**config.mk**
```make
export PLATFORM = sky130hd
export DESIGN_NAME = flag_bank_ctrl
export DESIGN_NICKNAME = d
export VERILOG_FILES = /design/src/rtl/flag_bank_ctrl.sv
export SDC_FILE = /design/constraint.sdc
export NUM_CORES = 1
export LEC_CHECK = 0
export BUFFER_PORTS_ARGS = -buffer_cell sky130_fd_sc_hd__buf_2
export CORE_ASPECT_RATIO = 0.8
export CORE_MARGIN = 2
export CORE_UTILIZATION = 30
export DETAILED_ROUTE_END_ITERATION = 8
export HOLD_SLACK_MARGIN = 0.03
export PLACE_DENSITY = 0.5
export SLEW_MARGIN = 0
export SYNTH_ARGS = -nofsm -noshare
export SYNTH_HDL_FRONTEND = slang
export SYNTH_SLANG_ARGS = --single-unit
```
**constraint.sdc**
```tcl
create_clock -name clk -period 1.8 [get_ports clk]
set_clock_uncertainty 0.15 [all_clocks]
set_input_delay 0.27 -clock clk [delete_from_list [all_inputs] [get_ports clk]]
set_output_delay 0.27 -clock clk [all_outputs]
set_load 0.05 [all_outputs]
```
**src/rtl/flag_bank_ctrl.sv**
```systemverilog
// Sticky flag / interrupt aggregator: per-channel synchroniser, level or edge
// capture, W1C status and overrun bits, enable mask, registered irq + lowest id.
module flag_bank_ctrl #(
  parameter int              NCH      = 8,
  parameter int              SYNC     = 2,
  parameter logic [NCH-1:0]  MODE_RST = '0,
  parameter logic [NCH-1:0]  EN_RST   = '1,
  parameter int              IDW      = (NCH > 1) ? $clog2(NCH) : 1
) (
  input  logic            clk,
  input  logic            rst_n,
  input  logic [NCH-1:0]  flag_in,
  input  logic            bus_we,
  input  logic            bus_re,
  input  logic [2:0]      bus_addr,
  input  logic [NCH-1:0]  bus_wdata,
  output logic [NCH-1:0]  bus_rdata,
  output logic            bus_rvalid,
  output logic            irq,
  output logic [IDW-1:0]  irq_id
);

  localparam logic [2:0] ADDR_STATUS  = 3'd0;
  localparam logic [2:0] ADDR_ENABLE  = 3'd1;
  localparam logic [2:0] ADDR_MODE    = 3'd2;
  localparam logic [2:0] ADDR_OVERRUN = 3'd3;
  localparam logic [2:0] ADDR_PENDING = 3'd4;
  localparam logic [2:0] ADDR_SET     = 3'd5;

  logic [NCH-1:0] s;

  generate
    if (SYNC == 0) begin : g_nosync
      assign s = flag_in;
    end else begin : g_sync
      logic [NCH-1:0] sync_q [SYNC];
      logic [NCH-1:0] sync_d [SYNC];

      always_comb begin
        sync_d[0] = flag_in;
        for (int j = 1; j < SYNC; j++) sync_d[j] = sync_q[j-1];
      end

      always_ff @(posedge clk or negedge rst_n) begin
        if (!rst_n) begin
          for (int j = 0; j < SYNC; j++) sync_q[j] <= '0;
        end else begin
          for (int j = 0; j < SYNC; j++) sync_q[j] <= sync_d[j];
        end
      end

      assign s = sync_q[SYNC-1];
    end
  endgenerate

  logic [NCH-1:0] status_q,  status_d;
  logic [NCH-1:0] enable_q,  enable_d;
  logic [NCH-1:0] mode_q,    mode_d;
  logic [NCH-1:0] overrun_q, overrun_d;
  logic [NCH-1:0] s_prev_q,  s_prev_d;
  logic [NCH-1:0] rdata_q,   rdata_d;
  logic           rvalid_q,  rvalid_d;
  logic           irq_q,     irq_d;
  logic [IDW-1:0] irq_id_q,  irq_id_d;

  logic [NCH-1:0] ev;
  logic [NCH-1:0] w1c_status;
  logic [NCH-1:0] w1c_overrun;
  logic [NCH-1:0] set_mask;
  logic [NCH-1:0] ov_set;
  logic [NCH-1:0] pending;

  // Capture path. A level-mode channel whose source is still high re-sets its
  // status bit every cycle, which is what makes W1C ineffective while high.
  always_comb begin
    w1c_status  = (bus_we && bus_addr == ADDR_STATUS)  ? bus_wdata : '0;
    w1c_overrun = (bus_we && bus_addr == ADDR_OVERRUN) ? bus_wdata : '0;
    set_mask    = (bus_we && bus_addr == ADDR_SET)     ? bus_wdata : '0;
    ev          = (mode_q & s & ~s_prev_q) | (~mode_q & s);
    ov_set      = mode_q & ev & status_q & ~w1c_status;
    status_d    = (status_q & ~w1c_status) | ev | set_mask;
    overrun_d   = (overrun_q & ~w1c_overrun) | ov_set;
    enable_d    = (bus_we && bus_addr == ADDR_ENABLE) ? bus_wdata : enable_q;
    mode_d      = (bus_we && bus_addr == ADDR_MODE)   ? bus_wdata : mode_q;
    s_prev_d    = s;
  end

  always_comb begin
    pending  = status_q & enable_q;
    irq_d    = |pending;
    irq_id_d = '0;
    for (int i = NCH - 1; i >= 0; i--) begin
      if (pending[i]) irq_id_d = IDW'(i);
    end
  end

  // Read port: bus_re sampled at an edge yields bus_rvalid high for exactly the
  // following cycle with bus_rdata holding the register value as it was before
  // that edge; bus_rdata keeps its last value while bus_rvalid is low.
  always_comb begin
    rvalid_d = bus_re;
    rdata_d  = rdata_q;
    if (bus_re) begin
      case (bus_addr)
        ADDR_STATUS:  rdata_d = status_q;
        ADDR_ENABLE:  rdata_d = enable_q;
        ADDR_MODE:    rdata_d = mode_q;
        ADDR_OVERRUN: rdata_d = overrun_q;
        ADDR_PENDING: rdata_d = pending;
        default:      rdata_d = '0;
      endcase
    end
  end

  always_ff @(posedge clk or negedge rst_n) begin
    if (!rst_n) begin
      status_q  <= '0;
      enable_q  <= EN_RST;
      mode_q    <= MODE_RST;
      overrun_q <= '0;
      s_prev_q  <= '0;
      rdata_q   <= '0;
      rvalid_q  <= 1'b0;
      irq_q     <= 1'b0;
      irq_id_q  <= '0;
    end else begin
      status_q  <= status_d;
      enable_q  <= enable_d;
      mode_q    <= mode_d;
      overrun_q <= overrun_d;
      s_prev_q  <= s_prev_d;
      rdata_q   <= rdata_d;
      rvalid_q  <= rvalid_d;
      irq_q     <= irq_d;
      irq_id_q  <= irq_id_d;
    end
  end

  assign bus_rdata  = rdata_q;
  assign bus_rvalid = rvalid_q;
  assign irq        = irq_q;
  assign irq_id     = irq_id_q;

endmodule

```
After elaboration in Yosys (flattened, before gate mapping)
Index checks and enable logic that the tools add are counted.

Bits of input ports: 23. Register bits: 69. Logic and storage cells: 52.

Reduce and logical (&&, ||, !) cells: 7. Eq/ne operators: 5. Multiplexer cells: 12. Bitwise logic cells: 17.

Operators with widths (count): AND 8 bit (9); one-hot mux 8 bit (5 select lines) (1); inverter 8 bit (4); OR 8 bit (4); 2-to-1 mux 3 bit (8); 2-to-1 mux 8 bit (3); OR reduction 8 bit (1); == test 3 x 2 -> 1 bit, second input constant (2); == test 3 bit, second input constant (2); logical AND 1 bit (5); == test 3 x 1 -> 1 bit, second input constant (1); zero test 3 bit (1).

Depth between registers and ports, before layout
Depth in word-level cells: 9. Gate-level depth with buffers: 6. Mapped depth without buffers: 4.

Worst setup path before layout
Ideal clock, no wire load.

Kind: input -> register. Start: input bus_addr[0]. End: register mode_q[0]. Stages: 4. Required time: 1.525 ns. Arrival time: 1.197 ns. Path slack: 0.328 ns. Library setup time: 0.125 ns. Buffers on the path: 2. Cells stage by stage: buf_4 -> and4bb_2 -> buf_2 -> mux2_2.

Longest elaborated chain between the ends: 2.

Ends and longest elaborated chain: from (decl) (RTL line 15) `input logic [2:0] bus_addr,`; == test 3 x 2 -> 1 bit (RTL line 84) `mode_d = (bus_we && bus_addr == ADDR_MODE) ? bus_wdata : mode_q;`; logical AND 1 bit (RTL line 84); to (signal assigned) (RTL line 129) `mode_q <= mode_d;`; to (decl) (RTL line 58) `logic [NCH-1:0] mode_q, mode_d;`.

Every way passes these cells. A chain may end at the register's enable or synchronous reset.

==> metrics.cfg <==
[setup_path]
worst-path-buf-inv=4
crit_arrival_ns=1.79
critPathMaxStageDelay_ns=0.52
path_depth=6
r2r_slack_ns=0.45
end_kind=flip-flop
cp-start-kind=input pin
critPathLaunch=bus_re
path_class=input pin to flip-flop
crit_fanout=9
r2r_cells=4
crit_chain=dlygate4sd3_1, buf_2, clkinv_1, buf_4, nor2_2, a221o_1
r2r-start=enable_q[6]$_DFFE_PN1P_
crit_family=buffers and inverters
worstReg2RegEnd=irq_id[0]$_DFF_PN0_
crit_required_ns=1.92
endpoint=bus_rdata[6]$_DFFE_PN0P_
cp_slowest_cell=dlygate4sd3_1

[floorplanning]
dieWidth_um=113
row_count=31
core_mm2=0.00919
fp.dieH_um=91.6
start_util=0.313
design.die.area_mm2=0.0104
pin_count=36

[routing]
postRouteAntennaNets=0
drt-total-wl_um=6620
met2_length_um=2710
drt-initial-drc-count=114
dr_total_vias=2048
drc=0
drtPass1Iterations=4
wl_met3_um=337
wl_per_cell_um=15.9
top_layer=met4
via_per_inst=4.91
wl_met1_um=3410

[pwr]
combPwrFrac=0.166
clkPwrFrac=0.410
p_sw_mw=1.25
leakagePower_nw=1.67
vdd_ir_drop_max_mv=0.455
netSwitchingFraction=0.273
cellInternalPower_mw=3.33
p_per_area_mw_per_mm2=1260
seqPwrFrac=0.424

[sta]
drv_slew=0
max_freq_mhz=596
fin_ws_ns=0.123
rsz0062_at_grt=no
slew_headroom=0.678
fin_crit_ns=1.68
fin_setup_tns_ns=0
final_hold_viol_count=0
worst_slew_pin_slew_ns=0.483
post-route-period-util=0.932
setup_violations=0

[clocking]
htreeDepth=3
clk_path_buf_depth=2
clkSinkCount=69
clk_pin_slew_worst_paths_ns=0.06
post-cts-setup-buffers=0
cts_inserted_buffers=9
tritoncts=built
clkLatencyLatePin_ns=0.33
clock-root-buffer=clkbuf_16

[grt]
grt_pass1_vias=2075
grt_pass1_wl_um=11000
antenna_found_initial=0
grt_remaining_overflow=0
grt_max_degree=70
track_usage=0.141

[final_layout]
multi_input_area_mm2=0.00107
fillers=877
diodes=0
layout.area.seq_mm2=0.00174
final_core_util=0.396
synthToLayoutAreaGrowth_pct=26.7
fin_nets=320
drive_gt1_frac=0.301

[logic_synthesis]
synth_area_mm2=0.00288
ys_seq_elements=69
synth_seq_area_share=0.604
async_flop_share=1.00
synth_nets=264
synth_flop_cell=dfrtp_1
yosysMostFrequentCell=nand2_1
synth_area_leaders=dfrtp_1 (53%), nand2_1 (8.9%), dfstp_2 (7.3%)
yosysWarnings=0
synth_edf_count=0
netlist.area_leader.share=0.531
synth.avg_cell_area_um2=11.9
yosysUniqueCellTypes=34
yosysTopAreaCell=dfrtp_1
yosys-top-cells-count=nand2_1 (68), dfrtp_1 (61), mux2_2 (16), mux2i_1 (15), nor2_1 (11)
netlist_instances=241

[worst_hold_path]
hold_path.class=input pin to flip-flop
min_path_cells=2

[placement]
dp_hpwl_um=4360
pre_cts_ws_ns=0.137
place_congestion=0.771
io_buffers=35

[job]
drv_cap=0

[outcome]
status=finished, final reports clean

metrics by stage:
step           total power [mW]  instance area (µm²)  hold WS, ns  cells
3_3_place_gp               2.71                 3230        0.177    391
5_1_grt                    4.82                 3640       0.0872    417
3_5_place_dp               2.72                 3230        0.175    391
4_1_cts                    4.65                 3640       0.0773    417
6_report                   4.58                 3640       0.0915    417
2_1_floorplan              2.47                 2880       -0.176    241
worst min path at each step:
stage                 startpoint                       end  slack, ns
floorplan                  rst_n  bus_rdata[0]$_DFFE_PN0P_      -0.18
global placement           rst_n  bus_rdata[1]$_DFFE_PN0P_       0.18
detailed placement         rst_n  bus_rdata[1]$_DFFE_PN0P_       0.18
CTS                 bus_wdata[4]   enable_q[4]$_DFFE_PN1P_       0.08
global route        bus_wdata[4]   enable_q[4]$_DFFE_PN1P_       0.09
finish              bus_wdata[4]   enable_q[4]$_DFFE_PN1P_       0.09
layer usage:
layer	GRT usage	vias to the layer above
met2	0.190	58
met3	0.0507	10
met5	0	-
li1	-	971
met1	0.200	1009
met4	0.0650	0
power by group through the flow:
stage / clock (mW) / sequential (mW) / combinational (mW)
2_1_floorplan: 0 / 2.09 / 0.381
3_3_place_gp: 0 / 1.97 / 0.736
3_5_place_dp: 0 / 1.97 / 0.750
4_1_cts: 1.94 / 1.94 / 0.768
5_1_grt: 2.02 / 1.97 / 0.836
6_report: 1.88 / 1.94 / 0.761
registers in the layout, indices dropped and copies added, names as in the netlist, 8 cells and up:
register       flops
bus_rdata          8
enable_q           8
g_sync.sync_d      8
mode_q             8
overrun_q          8
s                  8
s_prev_q           8
status_q           8
what timing repair did:
| action | in CTS | in global routing |
|---|---|---|
| hold endpoints to repair | 70 | 0 |
| resized for setup | 0 | 0 |
| hold buffers | 10 | 0 |
cell usage in the layout (no fill, tap or decap), types with 2 or more instances in the layout:
master	n
a221o_1	8
a22o_1	2
a22oi_1	7
a31oi_1	2
buf_12	2
buf_2	35
buf_4	8
bufinv_16	2
clkbuf_16	9
clkinv_2	3
dfrtp_1	61
dfstp_2	8
dlygate4sd3_1	10
mux2_2	16
mux2i_1	15
nand2_1	68
nor2_1	11
o21a_1	2
o22ai_1	7
o31ai_1	7
kinds of logic (layout without fill, tap and decap cells):
| kind of cell | after synthesis | in the layout | share of synthesized area |
|---|---|---|---|
| flip-flops | 69 | 69 | 0.604 |
| AND/OR/NAND/NOR | 92 | 92 | 0.148 |
| buffers and inverters | 11 | 72 | 0.0252 |
| AO/OA/AOI/OAI | 38 | 38 | 0.108 |
| multiplexers | 31 | 31 | 0.115 |
layout make-up:
class / instances / share of cell area
multi-input combinational: 161 / 0.293
timing repair buffer: 55 / 0.103
inverter: 1 / 0.00103
tap: 115 / 0.0395
sequential: 69 / 0.477
clock inverter: 5 / 0.0206
clock buffer: 11 / 0.0666
(Power assumes the default switching activity.)
